## config.mk

```make
export PLATFORM = sky130hd
export DESIGN_NAME = packet_receiver
export DESIGN_NICKNAME = d
export VERILOG_FILES = /design/src/rtl/packet_receiver.sv
export SDC_FILE = /design/constraint.sdc
export NUM_CORES = 1
export LEC_CHECK = 0
export CORE_MARGIN = 2
export CORE_UTILIZATION = 54
export CTS_BUF_LIST = sky130_fd_sc_hd__clkbuf_16
export CTS_CLUSTER_DIAMETER = 150
export DETAILED_ROUTE_END_ITERATION = 16
export GPL_ROUTABILITY_DRIVEN = 0
export PLACE_DENSITY = 0.85
export SETUP_SLACK_MARGIN = 0.1
export SYNTH_ARGS = -nofsm -noshare
export SYNTH_HDL_FRONTEND = slang
export SYNTH_SLANG_ARGS = --single-unit
```

## constraint.sdc

```tcl
create_clock -name clk -period 3 [get_ports clk]
set_input_delay 0.6 -clock clk [delete_from_list [all_inputs] [get_ports clk]]
set_output_delay 0.6 -clock clk [all_outputs]
set_load 0.02 [all_outputs]
```

## src/rtl/packet_receiver.sv

```systemverilog
// packet_receiver: GbE command-channel receive path.
// Strips preamble/SFD from byte-wide PHY data, runs the frame body through a
// 4-byte delay line so the trailing FCS can be compared against the running
// CRC-32. The receiver accepts a frame only if it is addressed to this station
// or to broadcast and carries the expected EtherType. It writes the body
// (destination MAC through the last payload byte) into an external buffer and
// hands accepted frames to the command logic with a ready/ack handshake.
//
// Ports:
//   clk, reset_n      rx clock, synchronous active-low reset
//   rx_data, rx_ctl   PHY byte and {dv^er, dv} control pair
//   mac_addr          station address, wire byte 0 = mac_addr[47:40]
//   rx_ack            one-cycle pulse releasing the held frame
//   buf_wen/waddr/wdata  command buffer write port
//   rx_ready, rx_length  held-frame flag and body length
//   good/bad/busy_count  wrapping 16-bit frame statistics
module packet_receiver #(
    parameter logic [15:0] ETHERTYPE = 16'h88b5,
    parameter int          MAX_BYTES = 64,
    parameter int          AW        = 6
) (
    input  logic          clk,
    input  logic          reset_n,
    input  logic [7:0]    rx_data,
    input  logic [1:0]    rx_ctl,
    input  logic [47:0]   mac_addr,
    input  logic          rx_ack,
    output logic          buf_wen,
    output logic [AW-1:0] buf_waddr,
    output logic [7:0]    buf_wdata,
    output logic          rx_ready,
    output logic [AW:0]   rx_length,
    output logic [15:0]   good_count,
    output logic [15:0]   bad_count,
    output logic [15:0]   busy_count
);

    typedef enum logic [1:0] {IDLE, PREAMBLE, DATA, DROP} state_e;

    localparam logic [AW:0] IDX_MAX      = (AW+1)'(MAX_BYTES);
    localparam logic [AW:0] IDX_DST_END  = (AW+1)'(6);
    localparam logic [AW:0] IDX_TYPE_HI  = (AW+1)'(12);
    localparam logic [AW:0] IDX_TYPE_LO  = (AW+1)'(13);
    localparam logic [AW:0] IDX_MIN_BODY = (AW+1)'(14);

    // Reflected IEEE 802.3 CRC-32 (poly 0x04C11DB7), one byte per call, LSB first.
    function automatic logic [31:0] crc32_byte(input logic [31:0] crc, input logic [7:0] data);
        logic [31:0] c;
        c = crc;
        for (int i = 0; i < 8; i++) begin
            if (c[0] ^ data[i]) c = (c >> 1) ^ 32'hedb88320;
            else                c = c >> 1;
        end
        return c;
    endfunction

    state_e        state_q;
    logic [31:0]   crc_q;
    logic [7:0]    dly_q [4];
    logic [2:0]    fill_q;
    logic [AW:0]   index_q;
    logic          dst_uni_q, dst_bc_q, type_ok_q;
    logic          buf_wen_q;
    logic [AW-1:0] buf_waddr_q;
    logic [7:0]    buf_wdata_q;
    logic          rx_ready_q;
    logic [AW:0]   rx_length_q;
    logic [15:0]   good_q, bad_q, busy_q;

    logic        dv, err;
    logic [7:0]  out_byte;
    logic [7:0]  mac_byte;
    logic [31:0] crc_d;
    logic [31:0] fcs_exp;
    logic        fcs_ok, runt;

    assign dv       = (rx_ctl == 2'b11);
    assign err      = (rx_ctl == 2'b01) || (rx_ctl == 2'b10);
    assign out_byte = dly_q[3];
    assign crc_d    = crc32_byte(crc_q, out_byte);

    // The FCS is the inverted CRC register sent low byte first; arrange it so
    // bits [31:24] are the first FCS byte on the wire.
    assign fcs_exp = {~crc_q[7:0], ~crc_q[15:8], ~crc_q[23:16], ~crc_q[31:24]};
    assign fcs_ok  = ({dly_q[3], dly_q[2], dly_q[1], dly_q[0]} == fcs_exp);

    // Fewer than 18 bytes after SFD: either the delay line never filled or
    // fewer than 14 body bytes made it out.
    assign runt = (fill_q != 3'd4) || (index_q < IDX_MIN_BODY);

    always_comb begin
        case (index_q[2:0])
            3'd0:    mac_byte = mac_addr[47:40];
            3'd1:    mac_byte = mac_addr[39:32];
            3'd2:    mac_byte = mac_addr[31:24];
            3'd3:    mac_byte = mac_addr[23:16];
            3'd4:    mac_byte = mac_addr[15:8];
            3'd5:    mac_byte = mac_addr[7:0];
            default: mac_byte = 8'h00;
        endcase
    end

    // NOTE: all state updates below use <= so every register sees the values
    // from before this edge, regardless of statement order.
    always_ff @(posedge clk) begin
        if (!reset_n) begin
            state_q     <= IDLE;
            crc_q       <= '1;
            // NOTE: the delay line is only four flops, so it is cleared with
            // everything else; the external buffer RAM is never reset.
            for (int i = 0; i < 4; i++) dly_q[i] <= '0;
            fill_q      <= '0;
            index_q     <= '0;
            dst_uni_q   <= 1'b0;
            dst_bc_q    <= 1'b0;
            type_ok_q   <= 1'b0;
            buf_wen_q   <= 1'b0;
            buf_waddr_q <= '0;
            buf_wdata_q <= '0;
            rx_ready_q  <= 1'b0;
            rx_length_q <= '0;
            good_q      <= '0;
            bad_q       <= '0;
            busy_q      <= '0;
        end else begin
            buf_wen_q <= 1'b0;
            if (rx_ack && rx_ready_q) rx_ready_q <= 1'b0;

            case (state_q)
                IDLE: begin
                    if (dv) begin
                        if (rx_data == 8'h55) begin
                            state_q <= PREAMBLE;
                        end else begin
                            state_q <= DROP;
                            bad_q   <= bad_q + 16'd1;
                        end
                    end
                end

                PREAMBLE: begin
                    if (dv && rx_data == 8'h55) begin
                        state_q <= PREAMBLE;
                    end else if (dv && rx_data == 8'hd5) begin
                        state_q   <= DATA;
                        crc_q     <= '1;
                        fill_q    <= '0;
                        index_q   <= '0;
                        dst_uni_q <= 1'b1;
                        dst_bc_q  <= 1'b1;
                        type_ok_q <= 1'b1;
                    end else begin
                        state_q <= dv ? DROP : IDLE;
                        bad_q   <= bad_q + 16'd1;
                    end
                end

                DATA: begin
                    if (err) begin
                        state_q <= DROP;
                        bad_q   <= bad_q + 16'd1;
                    end else if (dv) begin
                        dly_q[0] <= rx_data;
                        for (int i = 1; i < 4; i++) dly_q[i] <= dly_q[i-1];
                        if (fill_q != 3'd4) begin
                            fill_q <= fill_q + 3'd1;
                        end else if (index_q == IDX_MAX) begin
                            // A body byte with nowhere to go: drop the frame now.
                            state_q <= DROP;
                            bad_q   <= bad_q + 16'd1;
                        end else begin
                            crc_q       <= crc_d;
                            buf_wen_q   <= !rx_ready_q;
                            buf_waddr_q <= index_q[AW-1:0];
                            buf_wdata_q <= out_byte;
                            index_q     <= index_q + (AW+1)'(1);
                            if (index_q < IDX_DST_END) begin
                                dst_uni_q <= dst_uni_q && (out_byte == mac_byte);
                                dst_bc_q  <= dst_bc_q && (out_byte == 8'hff);
                            end
                            if (index_q == IDX_TYPE_HI)
                                type_ok_q <= type_ok_q && (out_byte == ETHERTYPE[15:8]);
                            if (index_q == IDX_TYPE_LO)
                                type_ok_q <= type_ok_q && (out_byte == ETHERTYPE[7:0]);
                        end
                    end else begin
                        // End of frame: the delay line now holds the FCS.
                        state_q <= IDLE;
                        if (rx_ready_q) begin
                            busy_q <= busy_q + 16'd1;
                        end else if (runt || !fcs_ok) begin
                            bad_q <= bad_q + 16'd1;
                        end else if ((dst_uni_q || dst_bc_q) && type_ok_q) begin
                            rx_ready_q  <= 1'b1;
                            rx_length_q <= index_q;
                            good_q      <= good_q + 16'd1;
                        end
                    end
                end

                DROP: begin
                    if (!dv) state_q <= IDLE;
                end

                default: state_q <= IDLE;
            endcase
        end
    end

    assign buf_wen    = buf_wen_q;
    assign buf_waddr  = buf_waddr_q;
    assign buf_wdata  = buf_wdata_q;
    assign rx_ready   = rx_ready_q;
    assign rx_length  = rx_length_q;
    assign good_count = good_q;
    assign bad_count  = bad_q;
    assign busy_count = busy_q;

endmodule
```

# After elaboration in Yosys (flattened, before gate mapping)
# Memory sizes are Yosys's and may differ from the RTL's.
# Cells that the tools add are included.
[op_classes]
addsub = 5
eq_ne = 39
n_lt_le_gt_ge = 2
n_bitwise = 32
mux = 89
reduce_logical = 28
[op_table]
columns = ["cell", "n"]
rows = [
  ["$mux 32", 14],
  ["$mux 16", 10],
  ["$not 13->14", 8],
  ["$pmux 32 s2", 1],
  ["$add 16x1->16 const B", 3],
  ["$pmux 16 s3", 1],
  ["$pmux 8 s6", 1],
  ["$mux 7", 6],
  ["$eq 32x32->1", 1],
  ["$eq 8x8->1 const B", 4],
  ["$mux 8", 4],
  ["$not 8->8", 4],
  ["$mux 1", 31],
  ["$ne 2x2->1 const B", 12],
  ["$mux 2", 10],
  ["$ne 4x4->1 const B", 4],
  ["$reduce_and 8->1", 2],
  ["$mux 3", 5],
  ["$eq 7x4->1 const B", 2],
  ["$pmux 7 s2", 1],
  ["$reduce_and 6->1", 2],
  ["$reduce_and 9->1", 1],
  ["$eq 2x2->1 const B", 4],
  ["$eq 8x7->1 const B", 1],
  ["28 further kinds", 63],
]
[totals]
ff_bits = 118
n_memories = 1
output_inout_bits = 71
word_cells = 211
inputBits = 61
ramBits = 32
[memory_table]
columns = ["memory", "words", "word_bits", "rd", "rd_clocked_by_memory_dff", "write_ports", "line", "rtl"]
rows = [
  ["dly_q", 4, 8, 4, 0, 4, "59", "logic [7:0] dly_q [4];"],
]

# Logic depth before layout (Yosys ltp)
[depth]
ltp_word = 21
depth_mapped = 11

# Worst setup path after synthesis
# Ideal clock, no wire load.
[synth_timing]
kind = "input -> register"
start = "in reset_n"
end = "mem dly_q[0][0] (enable)"
path_stages = 4
t_arrival_ns = 2.015
setup_slack_ns = 0.508
path_cell_list = "clkbuf_1 > clkbuf_1 > clkbuf_1 > nand2_1"
[synth_lines]
columns = ["element", "line", "rtl"]
rows = [
  ["start, declared", "23", "input logic reset_n,"],
  ["end, declared", "59", ""],
]

==> results.ini <==
[synthesis]
synth.cell_area_um2=8130
syn_nets=955
syn_area_per_cell_um2=9.25
synth_fa_ha_area_frac=0.0231
synthMuxAreaShare=0.0354
synth_cells=879
yosysTopAreaCell=dfxtp_1
synth_top_area_frac=0.291
seq_area_frac_synth=0.409
synth_xor_area_frac=0.152
ys_warn_count=0
ys_types=66
ys_seq_elements=150
synth_ff_type=dfxtp_1
synth_compound_area_frac=0.123
synth_top_family_by_area=simple AND/OR/NAND/NOR gates
synthSimpleGateAreaFrac=0.219
postSynth.asyncResetShare=0
ys_top_cells_by_area=dfxtp_1 (29%), edfxtp_1 (12%), xnor2_1 (9.3%)
synth_edf_count=32

[die]
initial_core_util=0.555
core-area_um2=14600
fp.dieArea_um2=16100
die-height_um=127
rows=44
ioPinCount=132
die_w_um=127

[power_and_ir_drop]
p_int_mw=3.59
pwr_density_cell_nw_per_um2=462
power_frac_seq=0.444
pwr-share-clk=0.444
vdd_ir_drop_max_mv=0.432
p_total_mw=4.80
pwr-share-comb=0.112
leakagePower_nw=3.71
swShare=0.252
power_switching_mw=1.21

[cts]
root_buffer=clkbuf_16
cts_tree=done
cts_resized=0
worstSkewPairLatency_ns=0.43
clk_pin_slew_ns=0.06
cts_sinks=150
clk_path_buf_depth=2
cts_hold_buf=0
postCtsSetupBuffers=0
numCtsBuffers=17
h-tree-depth=4

[timing]
relSlewSlack=0.574
fmax_mhz=363
slew_violations=0
setup_tns_ns=0
period_minus_slack_ns=2.75
worstMarginPinSlew_ns=0.633
hold_viol_final=0
fin_ws_ns=0.248
skew_ns=0.0101
finalSetupViolCount=0
rsz0062_at_grt=no
fin_crit_sh=0.917

[grt]
grt_max_degree=58
gr-total-overflow=0
grt_usage=0.279
grt_pass1_wl_um=35600
grt_pass1_vias=6883
antenna_found_initial=0

[final_layout]
drive_gt1_frac=0.105
final_common_cell=clkdlybuf4s50_1
fin_nets=1092
syn2layout_area_growth_pct=27.9
antennaDiodeCount=0
final_cell_mix=clkdlybuf4s50_1 (130), dfxtp_1 (118), xnor2_1 (86), nand2_1 (69), nor2_1 (69)
postLayoutCoreUtil=0.710
n_fill_cell=1065

[worst_setup_path]
worstReg2RegStart=dly_q[0][26]
worstPathArrival_ns=3.05
worstSetupEndpointType=flop
crit_buf_inv=2
crit_chain=xor2_4 > ha_1 > nand3_1 > nor4_2 > buf_4 > nand4_1 > or2_1 > buf_12 > o311ai_0 > o41ai_1
startpoint_type=flop
path_delay_family=simple AND/OR/NAND/NOR gates
critical-path-max-stage-delay_ns=0.56
crit_type=reg2reg
crit_fanout=29
startpoint=dly_q[0][26]
crit_slowest_cell=edfxtp_1
cp_data_required_time_ns=3.30
r2r_slack_ns=0.25

[flow_run]
drv_cap=0

[route]
drc=0
drt_iter0_drc=684
wl_um=22000
vias=7201
wl_per_cell_um=18.1
drt.antenna.violating_nets=0
drt-vias-per-instance=5.94
first_pass_iters=7

[placement]
preCtsSetupSlack_ns=-0.0450
dp_hpwl_um=15400
io_buffer_count=131

[run_status]
outcome=finished clean

[worst_hold_path]
hold_start=rx_length[3]
hold_path.class=reg2reg

==> layer usage <==
| layer | share of wire | global-route usage | vias up |
|---|---|---|---|
| li1 | - | - | 3435 |
| met1 | 0.41 | 0.359 | 3362 |
| met2 | 0.47 | 0.451 | 361 |
| met3 | 0.098 | 0.0814 | 43 |
| met4 | 0.020 | 0.100 | 0 |
| met5 | 0 | 0 | - |
==> sequential cells by signal (all words and copies together) (netlist names), 6 cells and up <==
name / cells
rx_length: 7
crc_q: 32
buf_wdata: 8
buf_waddr: 6
index_q: 7
bad_count: 16
dly_q: 32
busy_count: 16
good_count: 16
==> cells by family after synthesis <==
kind of cell	Yosys count
flip-flops	150
AO/OA/AOI/OAI	150
XOR/XNOR	127
AND/OR/NAND/NOR	336
adder cells (fa/ha/maj)	15
multiplexers	28
buffers and inverters	73
==> cells in the mapped netlist, drive strengths merged (5+ instances only) <==
cell / number
inv: 19
o22ai: 7
or4: 6
dfxtp: 118
or3: 12
nand2: 69
ha: 15
o41ai: 10
xor2: 34
edfxtp: 32
nand4: 21
nand2b: 17
and2: 6
a222oi: 5
o31ai: 7
a21oi: 38
clkbuf: 38
mux2i: 22
o311ai: 10
buf: 16
xnor2: 93
nor3: 20
and3: 39
nor4: 24
nor2: 70
nand3: 31
o21ai: 40
mux2: 6
==> per-stage QoR <==
step	instance area, um^2	cells	hold WS (ns)
CTS	10400	1213	0.462
floorplan	8130	879	0.449
detailed placement	9800	1181	0.453
global route	10400	1213	0.490
global placement	9800	1181	0.440
finish	10400	1213	0.454
==> power by group through the flow <==
stage          Clock [mW]  Sequential (mW)  Combinational, mW
6_report             2.13             2.13              0.539
2_1_floorplan           0             2.16              0.332
3_5_place_dp            0             2.17              0.525
5_1_grt              2.24             2.13              0.579
4_1_cts              2.14             2.13              0.532
3_3_place_gp            0             2.17              0.518
==> cell type report <==
cell class	count	area, um^2	share of cell area
clock buffers	19	475	0.0457
clock inverters	13	119	0.0114
inverters	19	71.3	0.00686
multi-input cells	656	4500	0.433
flip-flops and latches	150	3320	0.320
well taps	184	230	0.0221
repair buffers	172	1680	0.161
==> worst reg2reg max path, cell delays in order (launching register included) <==
cell and delay (ns):
edfxtp_1 0.56, xor2_4 0.25, ha_1 0.17, nand3_1 0.16
nor4_2 0.24, buf_4 0.18, nand4_1 0.09, or2_1 0.30
buf_12 0.17, o311ai_0 0.37, o41ai_1 0.13
==> worst paths after layout <==
kind,end,depth (start not counted)
hold / removal,rx_length[3],2
setup reg to reg,good_count[14],10
hold reg to reg,rx_length[3],2
setup / recovery,good_count[14],10
Note: power is estimated with default switching activity, not from simulation.
